$ cat config.mk
export PLATFORM = sky130hd
export DESIGN_NAME = rom_fetch_sequencer_flat
export DESIGN_NICKNAME = d
export VERILOG_FILES = /design/src/rtl/rom_fetch_sequencer_if.sv /design/src/rtl/rom_fetch_sequencer.sv /design/src/flat_wrapper.sv
export SDC_FILE = /design/constraint.sdc
export NUM_CORES = 1
export LEC_CHECK = 0
export BUFFER_PORTS_ARGS = -buffer_cell sky130_fd_sc_hd__buf_2
export CAP_MARGIN = 20
export CORE_ASPECT_RATIO = 1.75
export CORE_MARGIN = 4
export CORE_UTILIZATION = 54
export CTS_BUF_LIST = sky130_fd_sc_hd__clkbuf_16
export DETAILED_ROUTE_END_ITERATION = 6
export PLACE_DENSITY = 0.76
export SLEW_MARGIN = 20
export SYNTH_ARGS = -nofsm -noshare
export SYNTH_HDL_FRONTEND = slang
export SYNTH_SLANG_ARGS = --single-unit
$ cat constraint.sdc
create_clock -name CLK -period 2.7 [get_ports CLK]
set_input_delay 0.675 -clock CLK [delete_from_list [all_inputs] [get_ports CLK]]
set_output_delay 0.675 -clock CLK [all_outputs]
set_load 0.02 [all_outputs]
$ cat src/rtl/rom_fetch_sequencer_if.sv
// ROM read bus plus instruction stream between the fetch sequencer (master)
// and the ROM/consumer side (slave).
interface rom_fetch_sequencer_if #(
    parameter int DATA_WIDTH = 16,
    parameter int ADDR_WIDTH = 6
);
    logic [ADDR_WIDTH-1:0] ROM_ADDRESS;
    logic                  ROM_ENABLE;
    logic [DATA_WIDTH-1:0] ROM_DATA;
    logic [DATA_WIDTH-1:0] INSTR_DATA;
    logic                  INSTR_VALID;
    logic                  INSTR_READY;
    logic                  INSTR_LAST;

    modport master (
        output ROM_ADDRESS,
        output ROM_ENABLE,
        input  ROM_DATA,
        output INSTR_DATA,
        output INSTR_VALID,
        output INSTR_LAST,
        input  INSTR_READY
    );

    modport slave (
        input  ROM_ADDRESS,
        input  ROM_ENABLE,
        output ROM_DATA,
        input  INSTR_DATA,
        input  INSTR_VALID,
        input  INSTR_LAST,
        output INSTR_READY
    );
endinterface

$ cat src/rtl/rom_fetch_sequencer.sv
// Walks START..END for ITERATIONS passes over a 1-cycle synchronous ROM and
// streams the words through a 2-entry skid FIFO with valid/ready backpressure.
module rom_fetch_sequencer #(
    parameter int DATA_WIDTH = 16,
    parameter int ADDR_WIDTH = 6,
    parameter int ITER_WIDTH = 8
) (
    input  logic                  CLK,
    input  logic                  RESET_N,
    input  logic                  START,
    input  logic                  ABORT,
    input  logic [ADDR_WIDTH-1:0] START_ADDR,
    input  logic [ADDR_WIDTH-1:0] END_ADDR,
    input  logic [ITER_WIDTH-1:0] ITERATIONS,
    output logic                  BUSY,
    output logic                  DONE,
    rom_fetch_sequencer_if.master bus
);

    typedef enum logic [1:0] {
        S_IDLE  = 2'd0,
        S_FETCH = 2'd1,
        S_DRAIN = 2'd2
    } state_t;

    state_t                state_q;
    logic [ADDR_WIDTH-1:0] start_q;
    logic [ADDR_WIDTH-1:0] end_q;
    logic [ADDR_WIDTH-1:0] addr_q;
    logic [ITER_WIDTH-1:0] pass_q;
    logic                  inflight_q;
    logic                  tag_q;
    logic                  done_q;
    logic [1:0]            cnt_q;
    logic [1:0]            cnt_d;
    logic                  rd_ptr_q;
    logic                  wr_ptr_q;
    logic [DATA_WIDTH-1:0] data_q [2];
    logic [1:0]            last_q;

    logic                  pop;
    logic                  push;
    logic                  issue;
    logic                  last_word;
    logic                  at_end;
    logic [2:0]            credit_used;
    logic [2:0]            credit_limit;

    // Credit counts words already buffered plus the one in the ROM pipe, so a
    // read is only issued when its word is guaranteed a FIFO slot.
    always_comb begin
        pop          = (cnt_q != 2'd0) && bus.INSTR_READY;
        push         = inflight_q;
        credit_used  = {1'b0, cnt_q} + {2'b00, inflight_q};
        credit_limit = 3'd2 + {2'b00, pop};
        issue        = (state_q == S_FETCH) && !ABORT && (credit_used < credit_limit);
        at_end       = (addr_q == end_q);
        last_word    = at_end && (pass_q == ITER_WIDTH'(1));
        unique case ({push, pop})
            2'b10:   cnt_d = cnt_q + 2'd1;
            2'b01:   cnt_d = cnt_q - 2'd1;
            default: cnt_d = cnt_q;
        endcase
    end

    always_ff @(posedge CLK or negedge RESET_N) begin
        if (!RESET_N) begin
            state_q    <= S_IDLE;
            start_q    <= '0;
            end_q      <= '0;
            addr_q     <= '0;
            pass_q     <= '0;
            inflight_q <= 1'b0;
            tag_q      <= 1'b0;
            done_q     <= 1'b0;
            cnt_q      <= 2'd0;
            rd_ptr_q   <= 1'b0;
            wr_ptr_q   <= 1'b0;
        end else if (ABORT) begin
            state_q    <= S_IDLE;
            inflight_q <= 1'b0;
            done_q     <= 1'b0;
            cnt_q      <= 2'd0;
            rd_ptr_q   <= 1'b0;
            wr_ptr_q   <= 1'b0;
        end else begin
            done_q     <= 1'b0;
            cnt_q      <= cnt_d;
            inflight_q <= issue;
            if (push) wr_ptr_q <= ~wr_ptr_q;
            if (pop)  rd_ptr_q <= ~rd_ptr_q;
            if (issue) tag_q <= last_word;

            unique case (state_q)
                S_IDLE: begin
                    if (START) begin
                        start_q <= START_ADDR;
                        end_q   <= END_ADDR;
                        addr_q  <= START_ADDR;
                        pass_q  <= ITERATIONS;
                        state_q <= (ITERATIONS == '0) ? S_DRAIN : S_FETCH;
                    end
                end
                S_FETCH: begin
                    if (issue) begin
                        if (at_end) begin
                            addr_q <= start_q;
                            pass_q <= pass_q - ITER_WIDTH'(1);
                            if (pass_q == ITER_WIDTH'(1)) state_q <= S_DRAIN;
                        end else begin
                            addr_q <= addr_q + ADDR_WIDTH'(1);
                        end
                    end
                end
                S_DRAIN: begin
                    if ((cnt_q == 2'd0) && !inflight_q) begin
                        state_q <= S_IDLE;
                        done_q  <= 1'b1;
                    end
                end
                default: state_q <= S_IDLE;
            endcase
        end
    end

    // Payload storage needs no reset; visibility is qualified by the count.
    always_ff @(posedge CLK) begin
        if (push && !ABORT) begin
            data_q[wr_ptr_q] <= bus.ROM_DATA;
            last_q[wr_ptr_q] <= tag_q;
        end
    end

    assign bus.ROM_ADDRESS = addr_q;
    assign bus.ROM_ENABLE  = issue;
    assign bus.INSTR_VALID = (cnt_q != 2'd0);
    assign bus.INSTR_DATA  = (cnt_q != 2'd0) ? data_q[rd_ptr_q] : '0;
    assign bus.INSTR_LAST  = (cnt_q != 2'd0) && last_q[rd_ptr_q];
    assign BUSY            = (state_q != S_IDLE);
    assign DONE            = done_q;

endmodule

$ cat src/flat_wrapper.sv
// flat-port wrapper written by rule: the top's interface ports become plain ports
module rom_fetch_sequencer_flat 
#(
    parameter int DATA_WIDTH = 16,
    parameter int ADDR_WIDTH = 6,
    parameter int ITER_WIDTH = 8
)
  (CLK, RESET_N, START, ABORT, START_ADDR, END_ADDR, ITERATIONS, BUSY, DONE, bus_ROM_ADDRESS, bus_ROM_ENABLE, bus_ROM_DATA, bus_INSTR_DATA, bus_INSTR_VALID, bus_INSTR_LAST, bus_INSTR_READY);
  rom_fetch_sequencer_if #(.DATA_WIDTH(DATA_WIDTH), .ADDR_WIDTH(ADDR_WIDTH)) bus_i ();
  input  logic CLK;
  input  logic RESET_N;
  input  logic START;
  input  logic ABORT;
  input  logic [ADDR_WIDTH-1:0] START_ADDR;
  input  logic [ADDR_WIDTH-1:0] END_ADDR;
  input  logic [ITER_WIDTH-1:0] ITERATIONS;
  output logic BUSY;
  output logic DONE;
  output wire logic [$bits(bus_i.ROM_ADDRESS)-1:0] bus_ROM_ADDRESS;
  output wire logic [$bits(bus_i.ROM_ENABLE)-1:0] bus_ROM_ENABLE;
  input wire logic [$bits(bus_i.ROM_DATA)-1:0] bus_ROM_DATA;
  output wire logic [$bits(bus_i.INSTR_DATA)-1:0] bus_INSTR_DATA;
  output wire logic [$bits(bus_i.INSTR_VALID)-1:0] bus_INSTR_VALID;
  output wire logic [$bits(bus_i.INSTR_LAST)-1:0] bus_INSTR_LAST;
  input wire logic [$bits(bus_i.INSTR_READY)-1:0] bus_INSTR_READY;
  assign bus_ROM_ADDRESS = bus_i.ROM_ADDRESS;
  assign bus_ROM_ENABLE = bus_i.ROM_ENABLE;
  assign bus_i.ROM_DATA = bus_ROM_DATA;
  assign bus_INSTR_DATA = bus_i.INSTR_DATA;
  assign bus_INSTR_VALID = bus_i.INSTR_VALID;
  assign bus_INSTR_LAST = bus_i.INSTR_LAST;
  assign bus_i.INSTR_READY = bus_INSTR_READY;
  rom_fetch_sequencer #(.DATA_WIDTH(DATA_WIDTH), .ADDR_WIDTH(ADDR_WIDTH), .ITER_WIDTH(ITER_WIDTH)) u_core (.CLK(CLK), .RESET_N(RESET_N), .START(START), .ABORT(ABORT), .START_ADDR(START_ADDR), .END_ADDR(END_ADDR), .ITERATIONS(ITERATIONS), .BUSY(BUSY), .DONE(DONE), .bus(bus_i));
endmodule
Yosys cells after proc, flatten, opt, wreduce, memory -nomap -nowiden. Memory sizes are Yosys's and may differ from the RTL's. Cells that the tools add are included.

Bits in read-only memories: 0. Input port bits: 41. Memories: 1. Register bits: 37. RAM bits: 32. Bits in latches: 0. Output and inout bits: 27.

Memories: u_core.data_q (depth 2, width 16, rd ports 1, clocked after memory_dff 0, write ports 1, RTL line rom_fetch_sequencer.sv:38) `logic [DATA_WIDTH-1:0] data_q [2];`.

$lt $le $gt $ge: 4. Reduce and logical (&&, ||, !) cells: 24. Multipliers: 0. Bitwise logic cells: 3. Shift-type cells: 0. Div/mod/pow operators: 0. Add/sub/neg operators: 6. Muxes and demuxes: 34. Equality and inequality tests: 14.

Operators by type and width (number): two-way mux 8 bit (3); two-way mux 6 bit (3); two-way mux 16 bit (1); two-way mux 2 bit (8); one-hot mux 8 bit (2 select lines) (1); two-way mux 1 bit (13); one-hot mux 6 bit (2 select lines) (1); AND reduction 5 bit (2); nonzero test 2 bit (5); != test 3 bit, second input constant (3); == test 8 x 1 -> 1 bit, second input constant (1); logical AND 1 bit (8); zero test 8 bit (1); subtractor 8 x 1 -> 8 bit, second input constant (1); adder 6 x 1 -> 6 bit, second input constant (1); == test 6 bit (1); != test 3 x 2 -> 1 bit, second input constant (2); one-hot mux 2 bit (3 select lines) (1); == test 2 x 1 -> 1 bit, second input constant (2); == test 2 bit, second input constant (2); zero test 2 bit (2); < comparator 1 x 2 -> 1 bit, second input constant (2); != test 2 bit, second input constant (2); one-hot mux 2 bit (2 select lines) (1); other kinds (15) (18).

Logic depth before layout (Yosys ltp). Gate-level depths: netlist of run 1.

Word-level depth: 8. Gate-level depth with buffers: 8. Gate-level depth less buffers: 7.

Worst setup path before layout of run 1. OpenSTA, ideal clock, no wires.

Path kind: input-to-reg. Start point: input ABORT. End point: memory u_core.data_q[0][0], enable pin. Stages on the path: 2. Setup slack: 0.077 ns. Data required time: 2.284 ns. Arrival time: 2.207 ns. Cells stage by stage: clkbuf_1 -> nor3b_1.

Word-level cells in the longest chain between the ends: 4.

RTL lines: start, declared (RTL line flat_wrapper.sv:13) `input logic ABORT;`; zero test 1 bit (RTL line rom_fetch_sequencer.sv:128) `if (push && !ABORT) begin`; logical AND 1 bit (RTL line rom_fetch_sequencer.sv:128); two-way mux 1 bit (RTL line rom_fetch_sequencer.sv:128); two-way mux 1 bit (implied by the code) (RTL line rom_fetch_sequencer.sv:129) `data_q[wr_ptr_q] <= bus.ROM_DATA;`; end, declared (RTL line rom_fetch_sequencer.sv:38).

No other way between the ends.

Worst setup path in the final report of run 1.
Start point: register u_core.inflight_q. End point: output bus_ROM_ENABLE.

Word-level cells in the longest chain between the ends: 3.

RTL lines: start, declared (RTL line rom_fetch_sequencer.sv:31) `logic inflight_q;`; start signal, assigned (RTL line rom_fetch_sequencer.sv:89) `inflight_q <= issue;`; adder 2 x 1 -> 3 bit (RTL line rom_fetch_sequencer.sv:54) `credit_used = {1'b0, cnt_q} + {2'b00, inflight_q};`; < comparator 3 bit (RTL line rom_fetch_sequencer.sv:56) `issue = (state_q == S_FETCH) && !ABORT && (credit_used < credit_limit);`; logical AND 1 bit (RTL line rom_fetch_sequencer.sv:56); end, declared (RTL line flat_wrapper.sv:20) `output wire logic [$bits(bus_i.ROM_ENABLE)-1:0] bus_ROM_ENABLE;`.

No other way between the ends.

==> impl.org, run 1 <==
** Outcome
- The run finished with clean final reports.

** Yosys
- Post-Synth Simple-Gate Area :: 18.61%
- Gate count of the mapped netlist :: 297
- Cell area after synthesis :: 3281 µm²
- Library cell with the largest summed area after synthesis :: sky130_fd_sc_hd__edfxtp_1
- Proportion of synthesized area in mux cells :: 7.018%
- XOR/XNOR Fraction of Synth Area :: 3.471%
- The synthesized design contains 34 enable-type register cells.
- Count of unique library cells instantiated by Yosys :: 48
- The synthesized design contains 69 register bits.
- Of all flip-flops after synthesis, the portion carrying an async set or reset was 50.72%.
- Post-Syn Area per Cell :: 11.05 µm²
- The share of the Yosys chip area taken by registers is 57.82%.
- When the netlist entered floorplanning its net count stood at 343.
- Largest cells by area after synthesis :: sky130_fd_sc_hd__edfxtp_1 (31%), sky130_fd_sc_hd__dfrtp_1 (27%), sky130_fd_sc_hd__mux2i_1 (7.0%)
- Flip-flop cell with the highest count after synthesis :: sky130_fd_sc_hd__dfrtp_1
- Adder-Cell Fraction of Synth Area :: 1.907%
- After synthesis, the largest family of logic cells by area is simple AND/OR/NAND/NOR gates.
- Synth Warn # :: 0
- Portion of synthesized cell area occupied by the leading cell type :: 31.12%
- Share of the synthesized area in compound gates (AO/OA/AOI/OAI) :: 8.276%

** Clock network
- Clock-pin slew was measured on the worst setup and hold paths at 50 ps.
- For this design, the CTS-stage hold fixing added 0 buffers.
- Count of buffers added by post-CTS timing repair for setup :: 0
- Clk_lat worst skew :: 320 ps
- In this run, post-CTS repair resized a total of 0 instances.
- TritonCTS built the clock tree.
- The H-tree was split into 3 levels.
- Clock tree synthesis selected as its root buffer the cell sky130_fd_sc_hd__clkbuf_16.
- Num Clock Sinks :: 69
- Number of buffers between clock root and the deepest sink :: 2
- Buffers inserted during clock tree synthesis total 9.

** Power and ir drop
- Overall power consumption after layout is estimated at 0.003042 W.
- IR analysis of the VDD net gives a maximum drop of 0.5380 mV.
- PwrDens :: 756.6 nW/µm²
- The analysis attributes to cell leakage a power of 1.847 nW.

** Drt
- After detailed routing, the number of remaining DRC violations is 0.
- Wire length reported by the detailed router :: 6797 µm
- The detailed router placed 2430 vias in this run.
- Post-route ant nets :: 0
- Detailed-route vias per instance :: 5.329
- After detailed routing, the average wire length per cell comes to 14.91 µm.
- Iteration count of the initial detailed-routing pass :: 4
- DRC marker count from the first detailed-route iteration :: 110

** Critical path
- The worst setup path is of the flop to primary output kind.
- The worst register-to-register path begins at u_core.inflight_q$_DFF_PN0_.
- The worst register-to-register path ends at u_core.pass_q[2]$_DFFE_PN0P_.
- Depth of the worst register-to-register path :: 7
- In this run the worst path has a maximum fanout of 9.
- For the worst setup path, the data required time is 2030 ps.
- R2R setup slack :: 550 ps
- Data arrival time of the worst path :: 1840 ps
- Kind of launch point of the worst setup path :: flop
- Type of destination of the critical path :: primary output

** Place
- Worst setup slack after placement :: 387.1 ps
- The congestion estimate from routability-driven global placement came to 0.8275.
- Detailed-placement wirelength estimate :: 4933 µm
- DP Cell Count :: 440
- The count of buffers added on input and output ports is 67.

** STA
- After routing, the total negative slack on setup checks comes to 0 ps.
- Setup repair after global routing missed its margin :: false
- Post-route worst setup slack :: 180.9 ps
- Relative slew slack :: 47.03%
- Final setup vio count :: 0
- Of the available clock period, the critical path in the final layout requires 93.30%.
- The count of endpoints failing hold in the final timing report came to 0.
- The worst path needs 2519 ps of the cycle, external delays included.
- Slew at the pin closest to its max-slew limit :: 794.5 ps
- Number of pins with negative max-slew slack in the final report :: 0
- Achievable clock frequency :: 0.3970 GHz
- On the final layout, the worst clock skew is 3.745 ps.

** Min path
- The path class of the tightest hold or removal check is primary input to asynchronous set/reset pin.

** Global route
- Across every metal layer, demand over resource in global routing totals 20.30%.
- The total overflow left after global routing is 0.
- Maximum number of pins on one net before global-route repair :: 36
- Number of antenna violations at the first check in global routing :: 0
- The via count of the first global-routing pass is 2446.
- First-pass GRT wire length :: 11480 µm

** Die
- From bottom edge to top edge, the die measures 111.1 µm.
- The die covers 7435 µm².
- The die is 66.92 µm wide.
- Initial core utilization :: 55.80%
- Core footprint :: 5879 µm²
- The floorplan has 37 rows.
- Top-Level Pins :: 68

** Run
- Max-cap violations in this run came to 0.

** Layout
- Antenna Diode Count :: 0
- From synthesis to final layout, the design area changed by 22.54%.
- Most frequent cells in the layout :: sky130_fd_sc_hd__buf_2 (67), sky130_fd_sc_hd__nand2_1 (44), sky130_fd_sc_hd__nor2_1 (41), sky130_fd_sc_hd__dfrtp_1 (35), sky130_fd_sc_hd__edfxtp_1 (34)
- Post-layout nets :: 419
- The count of cells in the finished layout, fillers not included, comes to 456.
- Layout cells sized above 1 :: 27.78%
- Fill cells :: 465
- Commonest non-fill, non-tap cell in the layout :: sky130_fd_sc_hd__buf_2
cell families after synthesis:
| logic type | Yosys count |
|---|---|
| AO/OA/AOI/OAI | 41 |
| XOR/XNOR | 13 |
| adder cells (fa/ha/maj) | 5 |
| buffers and inverters | 22 |
| flip-flops | 69 |
| multiplexers | 23 |
| AND/OR/NAND/NOR | 124 |
per-layer routing:
metal | wire, µm | GRT usage (%)
met5 | 0 | 0
met4 | 106 | 7.724
met3 | 416 | 5.172
met2 | 3707 | 36.60
met1 | 2567 | 21.79
area by class of cell:
type,instances,area (µm²),area share [%]
clock inverter,7,58.81,1.463
tap,78,97.59,2.428
timing repair buffer,77,410.4,10.21
multi-input combinational,206,1294,32.18
inverter,10,37.54,0.9337
clock buffer,9,225.2,5.602
sequential,69,1897,47.18
how the worst max path moves through the flow:
stage          slack, ps  depth (start not counted)                        start                       endpoint
2_1_floorplan         80                          2                        ABORT  u_core.data_q[0][0]$_DFFE_PP_
3_3_place_gp         410                          6              bus_INSTR_READY                 bus_ROM_ENABLE
3_5_place_dp         390                          6              bus_INSTR_READY                 bus_ROM_ENABLE
4_1_cts              170                          6  u_core.inflight_q$_DFF_PN0_                 bus_ROM_ENABLE
5_1_grt               50                          5  u_core.inflight_q$_DFF_PN0_                 bus_ROM_ENABLE
6_report             180                          5  u_core.inflight_q$_DFF_PN0_                 bus_ROM_ENABLE
per-stage QoR:
stage / hold slack [ps] / utilization (%) / instance area [µm²]
final: 428.0 / 68.38 / 4020
after detailed placement: 464.7 / 63.55 / 3736
after floorplan: 379.4 / - / 3281
after CTS: 461.0 / 68.38 / 4020
after global routing: 478.8 / 68.38 / 4020
after global placement: 455.1 / 63.55 / 3736
worst max-delay path, cell delays in order, from the launching register on:
cell and delay (ps):
sky130_fd_sc_hd__dfrtp_1 490, sky130_fd_sc_hd__ha_1 280, sky130_fd_sc_hd__o21ai_0 350, sky130_fd_sc_hd__nand2_1 160, sky130_fd_sc_hd__inv_1 70, sky130_fd_sc_hd__buf_2 150
flip-flops by register name, summed over array words and instances, names as in the netlist, 2 cells and up:
signal,cells
u_core.pass_q,8
u_core.start_q,6
u_core.last_q,2
u_core.bus.ROM_ADDRESS,6
u_core.state_q,2
u_core.cnt_q,2
u_core.data_q,32
u_core.end_q,6
where the power goes:
group          internal [W]  switching, W
logic              0.000247      0.000342
registers           0.00122      0.000132
clock network      0.000700      0.000404
cells in the mapped netlist (2+ instances only):
library cell                count
sky130_fd_sc_hd__nand2_1       44
sky130_fd_sc_hd__a31oi_1        2
sky130_fd_sc_hd__buf_2          3
sky130_fd_sc_hd__nor4_2         2
sky130_fd_sc_hd__o211ai_1       5
sky130_fd_sc_hd__buf_4          2
sky130_fd_sc_hd__nor2_1        41
sky130_fd_sc_hd__ha_1           5
sky130_fd_sc_hd__o21ai_0       11
sky130_fd_sc_hd__nand3_1        6
sky130_fd_sc_hd__inv_1         10
sky130_fd_sc_hd__nand3b_1       2
sky130_fd_sc_hd__a21oi_2        2
sky130_fd_sc_hd__xor2_1         9
sky130_fd_sc_hd__nor3_1        10
sky130_fd_sc_hd__nor4_1         2
sky130_fd_sc_hd__mux2i_1       23
sky130_fd_sc_hd__clkbuf_1       6
sky130_fd_sc_hd__nand2b_1       2
sky130_fd_sc_hd__xnor2_1        4
sky130_fd_sc_hd__o22ai_1        2
sky130_fd_sc_hd__o31ai_1        2
sky130_fd_sc_hd__and3_1         2
sky130_fd_sc_hd__a21oi_1        7
sky130_fd_sc_hd__edfxtp_1      34
sky130_fd_sc_hd__a2bb2oi_1      3
sky130_fd_sc_hd__dfrtp_1       35
No activity file was read; power rests on OpenSTA's default activity.
==> run 2, diff against run 1 <==
--- a/config.mk
+++ b/config.mk
@@ -8,7 +8,7 @@
 export BUFFER_PORTS_ARGS = -buffer_cell sky130_fd_sc_hd__buf_2
 export CAP_MARGIN = 20
 export CORE_ASPECT_RATIO = 1.75
-export CORE_MARGIN = 4
+export CORE_MARGIN = 2
 export CORE_UTILIZATION = 54
 export CTS_BUF_LIST = sky130_fd_sc_hd__clkbuf_16
 export DETAILED_ROUTE_END_ITERATION = 6
==> run 2 against run 1 <==
Clock skew increased by 2.4 ps; final cell count down 0.22%; first-iteration DRC count decreased by 18%; critical endpoint unchanged; via count is 0.74% lower; non-clock buffer count fell by 1; global-route usage is 0.87 points higher; die area shrank 9.4%; cell area up 0.59%.
==> impl.org, run 2 (synthesized netlist as in run 1, its figures left out) <==
** Global route
- First-pass GRT wire length :: 10910 µm (was 11480 µm)
- The via count of the first global-routing pass is 2433 (was 2446).
- The overall fraction of global-route tracks in use is 21.17% (was 20.30%).
- Maximum number of pins on one net before global-route repair :: 36 (unchanged)
- The initial antenna violation count was 0 (unchanged).
- The remaining global-route overflow is 0 (unchanged).

** STA
- The worst-case headroom to the max-slew limit is 48.15% (was 47.03%).
- The setup violation total in the final timing report was 0 (unchanged).
- Setup repair after global routing missed its margin :: false (unchanged)
- Min cycle time layout :: 2484 ps (was 2519 ps)
- Slew at the pin closest to its max-slew limit :: 777.7 ps (was 794.5 ps)
- Layout Skew :: 6.101 ps (was 3.745 ps)
- The summed negative setup slack over all endpoints came to 0 ps (unchanged).
- Number of hold-slack violations in the final timing report :: 0 (unchanged)
- Achievable clock frequency :: 0.4025 GHz (was 0.3970 GHz)
- The max-slew violation total from the final report is 0 (unchanged).
- Final cycle utilization of the critical path :: 92.01% (was 93.30%)

** Drt
- Wire length per cell after detailed routing :: 13.73 µm (was 14.91 µm)
- Vias :: 2412 (was 2430)
- Iteration count of the initial detailed-routing pass :: 4 (unchanged)
- Post-route ant nets :: 0 (unchanged)
- The residual DRC count came to 0 (unchanged).
- The DRC violation total after the first TritonRoute iteration came to 90 (was 110).
- Detailed-route vias per instance :: 5.301 (was 5.329)
- The final wirelength came to 6248 µm (was 6797 µm).

** Die
- The height of the die was 107.1 µm (was 111.1 µm).
- Horizontal extent of the die :: 62.92 µm (was 66.92 µm)
- The count of boundary I/O pins came to 68 (unchanged).
- The initial core utilization is 55.80% (unchanged).
- Core footprint :: 5879 µm² (unchanged)
- Number of placement rows :: 37 (unchanged)
- Area of the die :: 6739 µm² (was 7435 µm²)

** Layout
- The area of the multi-input gates was 1294 µm² (unchanged).
- Commonest non-fill, non-tap cell in the layout :: sky130_fd_sc_hd__buf_2 (unchanged)
- The layout cell share with drive strength beyond 1 is 27.85% (was 27.78%).
- Most frequent cells in the layout: sky130_fd_sc_hd__buf_2 (67), sky130_fd_sc_hd__nand2_1 (44), sky130_fd_sc_hd__nor2_1 (41), sky130_fd_sc_hd__dfrtp_1 (35), sky130_fd_sc_hd__edfxtp_1 (34) (unchanged).
- The filler cell count is 456 (was 465).
- The number of flip-flops under the largest register name was 32 (unchanged).
- The post-synthesis to final-layout area growth came to 23.26% (was 22.54%).
- The total area of sequential cells came to 1897 µm² (unchanged).
- Final instance area :: 4044 µm² (was 4020 µm²)
- The register with the most flip-flops is u_core.data_q (unchanged).
- Top flop regs: u_core.data_q (32), u_core.pass_q (8) (unchanged).
- Antenna Diode Count :: 0 (unchanged)
- Post-layout nets :: 418 (was 419)

** Critical path
- Reg2Reg Launch Point :: u_core.inflight_q$_DFF_PN0_ (unchanged)
- Chain of cells forming the critical path :: ha_1, ha_1, o21ai_1, nand2_1, inv_1, buf_2 (was ha_1, o21ai_0, nand2_1, inv_1, buf_2)
- The flop-to-flop setup slack came to 570 ps (was 550 ps).
- Counting stages on the worst path, the most repeated cell is sky130_fd_sc_hd__ha_1.
- Endpoint required time on the critical path :: 2030 ps (about the same)
- Type of destination of the critical path :: primary output (unchanged)
- Data arrival time of the worst path :: 1810 ps (was 1840 ps)
- Peak fanout along the critical path :: 9 (unchanged)
- Max stage delay on crit path :: 470 ps (was 490 ps)
- The category of the critical setup timing path was flop to primary output (unchanged).
- Crit path max-delay cell type :: sky130_fd_sc_hd__dfrtp_1 (unchanged)
- Reg2reg end :: u_core.bus.ROM_ADDRESS[0]$_DFFE_PN0P_ (was u_core.pass_q[2]$_DFFE_PN0P_)
- The number of cells on the worst reg-to-reg path came to 7 (unchanged).
- The element type at the critical path start is a flop (unchanged).

** Power and ir drop
- Share of power burned in the clock network :: 38.6% (was 36.3%)
- Part of the power in registers :: 43.0% (was 44.3%)
- The standby leakage power came to 1.852 nW (was 1.847 nW).
- The cell area power density came to 774.1 nW/µm² (was 756.6 nW/µm²).
- Worst-case vdd ir drop :: 0.4954 mV (was 0.5380 mV)
- The switching component of the power came to 0.0008685 W (was 0.0008784 W).
- Combinational share of power :: 18.4% (was 19.4%)
- Switching share of power :: 27.74% (was 28.88%)
- Internal power of the cells :: 0.002262 W (was 0.002163 W)

** Clock network
- Clock root buffer :: sky130_fd_sc_hd__clkbuf_16 (unchanged)
- Number of CTS-inserted buffers :: 9 (unchanged)
- Clk_lat worst skew :: 330 ps (was 320 ps)
- H-tree levels :: 3 (unchanged)
- Number of buffers inserted by hold repair at cts :: 0 (unchanged)
- Count of buffers added by post-CTS timing repair for setup :: 0 (unchanged)
- Number of buffers between clock root and the deepest sink :: 2 (unchanged)
- Worst-path clk slew :: 50 ps (about the same)
- Num Clock Sinks :: 69 (unchanged)
- Clock tree from TritonCTS :: built (unchanged)

** Place
- DP Area :: 3729 µm² (was 3736 µm²)
- The final weighted congestion in routability-driven placement was 0.8156 (was 0.8275).
- The number of I/O port buffers was 67 (unchanged).
- The half-perimeter wire length of the detailed placement result came to 4599 µm (was 4933 µm).

** Min path
- Hold WC Path Type :: primary input to asynchronous set/reset pin (unchanged)

** Outcome
- Outcome :: finished clean (unchanged)

** Run
- The number of violations of the max-capacitance limit is 0 (unchanged).
-- run 2: changes by cell type in the layout (fill, tap and decap cells not counted), sizes merged --
cell,before,now
clkinv,3,5
inv,12,10
buf,77,76
bufinv,1,2
clkinvlp,1,0
-- run 2: cell type report --
| cell class | count | share of cell area, % |
|---|---|---|
| clock buffer | 9 | 5.569 |
| clock inverter | 7 | 2.228 |
| inverter | 10 | 0.9282 |
| multi-input combinational | 206 | 31.99 |
| sequential | 69 | 46.91 |
| tap | 78 | 2.413 |
| timing repair buffer | 76 | 9.963 |
-- run 2: power by group through the flow --
| stage | combinational, W | sequential (W) | clock (W) |
|---|---|---|---|
| after floorplan | 0.000389 | 0.00136 | 0 |
| after global routing | 0.000653 | 0.00136 | 0.00127 |
| after CTS | 0.000587 | 0.00134 | 0.00124 |
| after detailed placement | 0.000583 | 0.00136 | 0 |
| after global placement | 0.000572 | 0.00136 | 0 |
| final | 0.000577 | 0.00134 | 0.00121 |
-- run 2: what timing repair did --
item,4_1_cts,5_1_grt
endpoints found under the hold margin,0,0
resized for setup,0,1
endpoints found under the setup margin,0,1
-- run 2: stage by stage --
step / total power, W / setup slack, ps / hold WS, ps / utilization (%) / instances
floorplan: 0.001754 / 76.78 / 379.4 / - / 297
global placement: 0.001928 / 412.0 / 455.6 / 63.42 / 439
detailed placement: 0.001944 / 365.2 / 463.7 / 63.42 / 439
CTS: 0.003169 / 146.7 / 444.9 / 68.78 / 455
global route: 0.003286 / 77.83 / 490.9 / 68.78 / 455
finish: 0.003131 / 215.8 / 429.6 / 68.78 / 455
-- run 2: how the worst max path moves through the flow --
| stage | start | endpoint | slack [ps] | cells past startpoint |
|---|---|---|---|---|
| 2_1_floorplan | ABORT | u_core.data_q[0][0]$_DFFE_PP_ | 80 | 2 |
| 3_3_place_gp | bus_INSTR_READY | bus_ROM_ENABLE | 410 | 6 |
| 3_5_place_dp | bus_INSTR_READY | bus_ROM_ENABLE | 370 | 6 |
| 4_1_cts | u_core.inflight_q$_DFF_PN0_ | bus_ROM_ENABLE | 150 | 6 |
| 5_1_grt | u_core.inflight_q$_DFF_PN0_ | bus_ROM_ENABLE | 80 | 6 |
| 6_report | u_core.inflight_q$_DFF_PN0_ | bus_ROM_ENABLE | 220 | 6 |
-- run 2: critical path, delay by kind of cell (launching register included) --
family	cells	cell delay, ps
AOI/OAI and AO/OA	1	160
adders and majority gates	2	490
buffers and inverters	2	220
DFF	1	470
and+or+nand+nor	1	140
-- run 2: layer usage --
| metal | up-vias | routed length, µm | GRT usage, % |
|---|---|---|---|
| met3 | 15 | 338 | 4.827 |
| met2 | 61 | 3364 | 36.93 |
| met5 | - | 0 | 0 |
| met4 | 0 | 165 | 13.02 |
| li1 | 1196 | - | - |
| met1 | 1140 | 2380 | 22.97 |
==> run 3, diff against run 2 <==
--- a/config.mk
+++ b/config.mk
@@ -5,7 +5,7 @@
 export SDC_FILE = /design/constraint.sdc
 export NUM_CORES = 1
 export LEC_CHECK = 0
-export BUFFER_PORTS_ARGS = -buffer_cell sky130_fd_sc_hd__buf_2
+export BUFFER_PORTS_ARGS = -buffer_cell sky130_fd_sc_hd__buf_4
 export CAP_MARGIN = 20
 export CORE_ASPECT_RATIO = 1.75
 export CORE_MARGIN = 2
==> run 3 against run 2 <==
Sequential power hardly changed; largest cell class unchanged; first-iteration DRC count is 3.3% higher; worst setup slack worse by 0.57 ps; highest routed layer unchanged; clock power is 17% lower.
==> impl.org, run 3 (synthesized netlist as in run 1, its figures left out) <==
** Critical path
- Kind of cell with the highest combined delay on the critical path :: adder cells (unchanged)
- Max stage delay on crit path :: 460 ps (was 470 ps)
- Kind of launch point of the worst setup path :: flop (unchanged)
- The critical path buffer and inverter count came to 2 (unchanged).
- Type of destination of the critical path :: primary output (unchanged)
- The critical path required time came to 2030 ps (about the same).
- Crit path max-delay cell type :: sky130_fd_sc_hd__dfrtp_1 (unchanged)
- Critical path type :: flop to primary output (unchanged)
- The maximum net fanout on the critical path is 9 (unchanged).
- The most common cell type on the critical path is sky130_fd_sc_hd__ha_1 (unchanged).
- Chain of cells forming the critical path: ha_1, ha_1, o21ai_0, nand2_1, inv_1, buf_4 (was ha_1, ha_1, o21ai_1, nand2_1, inv_1, buf_2).
- The worst path arrival time came to 1810 ps (about the same).

** Die
- Area of the die :: 6739 µm² (unchanged)
- Die Span Y :: 107.1 µm (unchanged)
- Horizontal extent of the die :: 62.92 µm (unchanged)
- Number of placement rows :: 37 (unchanged)
- The count of boundary I/O pins came to 68 (unchanged).
- Core footprint :: 5879 µm² (unchanged)
- Initial core utilization :: 55.80% (unchanged)

** STA
- The summed negative setup slack over all endpoints came to 0 ps (unchanged).
- The max-slew violation total from the final report was 0 (unchanged).
- The share of the clock period used by the worst path after layout came to 92.03% (was 92.01%).
- The setup violation total in the final timing report came to 0 (unchanged).
- Number of hold-slack violations in the final timing report :: 0 (unchanged)
- Setup repair after global routing missed its margin :: false (unchanged)
- Slew at the pin closest to its max-slew limit :: 626.0 ps (was 777.7 ps)
- Achievable clock frequency :: 0.4024 GHz (was 0.4025 GHz)
- The minimum setup slack in the final design is 215.2 ps (was 215.8 ps).
- Relative slew slack :: 58.11% (was 48.15%)
- Min cycle time layout :: 2485 ps (was 2484 ps)
- The largest clock skew in the final design is 6.929 ps (was 6.101 ps).

** Run
- The number of violations of the max-capacitance limit is 0 (unchanged).

** Global route
- The first-pass GRT wire length is 11270 µm (was 10910 µm).
- Aggregate global-route resource usage :: 22.01% (was 21.17%)
- Total grt overflow :: 0 (unchanged)
- Number of antenna violations at the first check in global routing :: 0 (unchanged)
- The via count of the first global-routing pass came to 2441 (was 2433).
- Maximum number of pins on one net before global-route repair :: 36 (unchanged)

** Layout
- The share of the core filled with cells in the final layout came to 70.82% (was 68.78%).
- The leading cell type in the layout, fill and taps excluded is sky130_fd_sc_hd__buf_4 (was sky130_fd_sc_hd__buf_2).
- Post-layout nets :: 419 (was 418)
- The post-synthesis to final-layout area growth came to 26.93% (was 23.26%).
- The layout cell share with drive strength beyond 1 was 27.51% (was 27.85%).
- Top flop regs: u_core.data_q (32), u_core.pass_q (8) (unchanged).
- The number of diodes added for antenna fixing came to 0 (unchanged).
- The number of flip-flops under the largest register name was 32 (unchanged).
- Most frequent cells in the layout :: sky130_fd_sc_hd__buf_4 (77), sky130_fd_sc_hd__nand2_1 (44), sky130_fd_sc_hd__nor2_1 (41), sky130_fd_sc_hd__dfrtp_1 (35), sky130_fd_sc_hd__edfxtp_1 (34) (was sky130_fd_sc_hd__buf_2 (67), sky130_fd_sc_hd__nand2_1 (44), sky130_fd_sc_hd__nor2_1 (41), sky130_fd_sc_hd__dfrtp_1 (35), sky130_fd_sc_hd__edfxtp_1 (34))
- Largest reg by FF count :: u_core.data_q (unchanged)

** Drt
- The wire length on met2 was 3551 µm (was 3364 µm).
- Iteration count of the initial detailed-routing pass :: 4 (unchanged)
- Total routed wire length on the met1 layer :: 2584 µm (was 2380 µm)
- The detailed route wirelength on metal3 was 327 µm (was 338 µm).
- The final wirelength is 6664 µm (was 6248 µm).
- The routed via count divided by cell count was 5.362 (was 5.301).
- The residual DRC count is 0 (unchanged).
- The via count of the routed design came to 2445 (was 2412).
- DRC marker count from the first detailed-route iteration :: 93 (was 90)
- The post-detailed-route count of antenna-violating nets was 0 (unchanged).
- Top Metal Used :: met4 (unchanged)
- The routed wire length per instance is 14.61 µm (was 13.73 µm).

** Place
- The worst-case setup slack after placement came to 398.4 ps (was 365.2 ps).
- The final weighted congestion in routability-driven placement came to 0.8537 (was 0.8156).
- The number of I/O port buffers came to 67 (unchanged).
- Detailed-placement wirelength estimate :: 4755 µm (was 4599 µm)

** Clock network
- Clk_lat worst skew :: 330 ps (about the same)
- Number of CTS-inserted buffers :: 9 (unchanged)
- Number of buffers inserted by hold repair at cts :: 0 (unchanged)
- H-tree levels :: 3 (unchanged)
- The buffer depth of the longest clock path came to 2 (unchanged).
- Count of buffers added by post-CTS timing repair for setup :: 0 (unchanged)
- The CTS root buffer is sky130_fd_sc_hd__clkbuf_16 (unchanged).
- The clock tree from TritonCTS was built (unchanged).
- The total clock sinks is 69 (unchanged).
- Post_cts resized :: 0 (unchanged)
- Worst-path clk slew :: 50 ps (about the same)

** Power and ir drop
- The cell area power density came to 716.8 nW/µm² (was 774.1 nW/µm²).
- The highest ir drop seen on vdd was 0.4889 mV (was 0.4954 mV).
- The standby leakage power is 1.870 nW (was 1.852 nW).

** Min path
- Hold WC Path Type :: primary input to asynchronous set/reset pin (unchanged)

** Outcome
- Outcome: finished clean (unchanged).
==> run 3: cell count changes in the layout (fill, tap and decap cells not counted) <==
cell                         delta
sky130_fd_sc_hd__clkinv_4       -2
sky130_fd_sc_hd__o21ai_0        +1
sky130_fd_sc_hd__inv_1          +2
sky130_fd_sc_hd__clkinvlp_4     +2
sky130_fd_sc_hd__bufinv_16      -2
sky130_fd_sc_hd__buf_4         +68
sky130_fd_sc_hd__o21ai_1        -1
sky130_fd_sc_hd__buf_2         -67
==> run 3: through the flow <==
stage | instance area (µm²) | power [W] | hold WS (ps) | cells
after floorplan | 3281 | 0.001754 | 379.4 | 297
after global placement | 3904 | 0.001971 | 453.4 | 440
after detailed placement | 3904 | 0.001989 | 462.7 | 440
after CTS | 4164 | 0.003012 | 301.2 | 456
after global routing | 4164 | 0.003133 | 327.5 | 456
final | 4164 | 0.002985 | 289.5 | 456
==> run 3: worst paths after layout <==
kind                                          startpoint  slack, ps                                     to  cells after the start
setup reg to reg             u_core.inflight_q$_DFF_PN0_        650           u_core.pass_q[2]$_DFFE_PN0P_                      7
max in group asynchronous                        RESET_N       2090               u_core.tag_q$_DFFE_PN0P_                      1
min in group CLK           u_core.start_q[2]$_DFFE_PN0P_        470          u_core.start_q[2]$_DFFE_PN0P_                      2
setup / recovery             u_core.inflight_q$_DFF_PN0_        220                         bus_ROM_ENABLE                      6
hold / removal                                   RESET_N        290  u_core.bus.ROM_ADDRESS[4]$_DFFE_PN0P_                      1
hold reg to reg            u_core.start_q[2]$_DFFE_PN0P_        470          u_core.start_q[2]$_DFFE_PN0P_                      2
==> run 3: where the power goes <==
part           internal (W)  switching (W)
combinational      0.000285       0.000341
sequential          0.00122       0.000131
clock              0.000605       0.000407
total               0.00211       0.000878
==> run 3: layer usage <==
layer	vias up	GRT usage, %
li1	1200	-
met5	-	0
met2	79	38.83
met3	16	5.666
met1	1150	23.68
met4	0	12.06
==> run 3: area by class of cell <==
cell class,count,area [µm²]
Tap cell,78,97.59
Fill cell,455,1715
Multi-Input combinational cell,206,1294
Inverter,10,37.54
Sequential cell,69,1897
Clock buffer,9,225.2
Clock inverter,7,35.03
Timing Repair Buffer,77,578.1
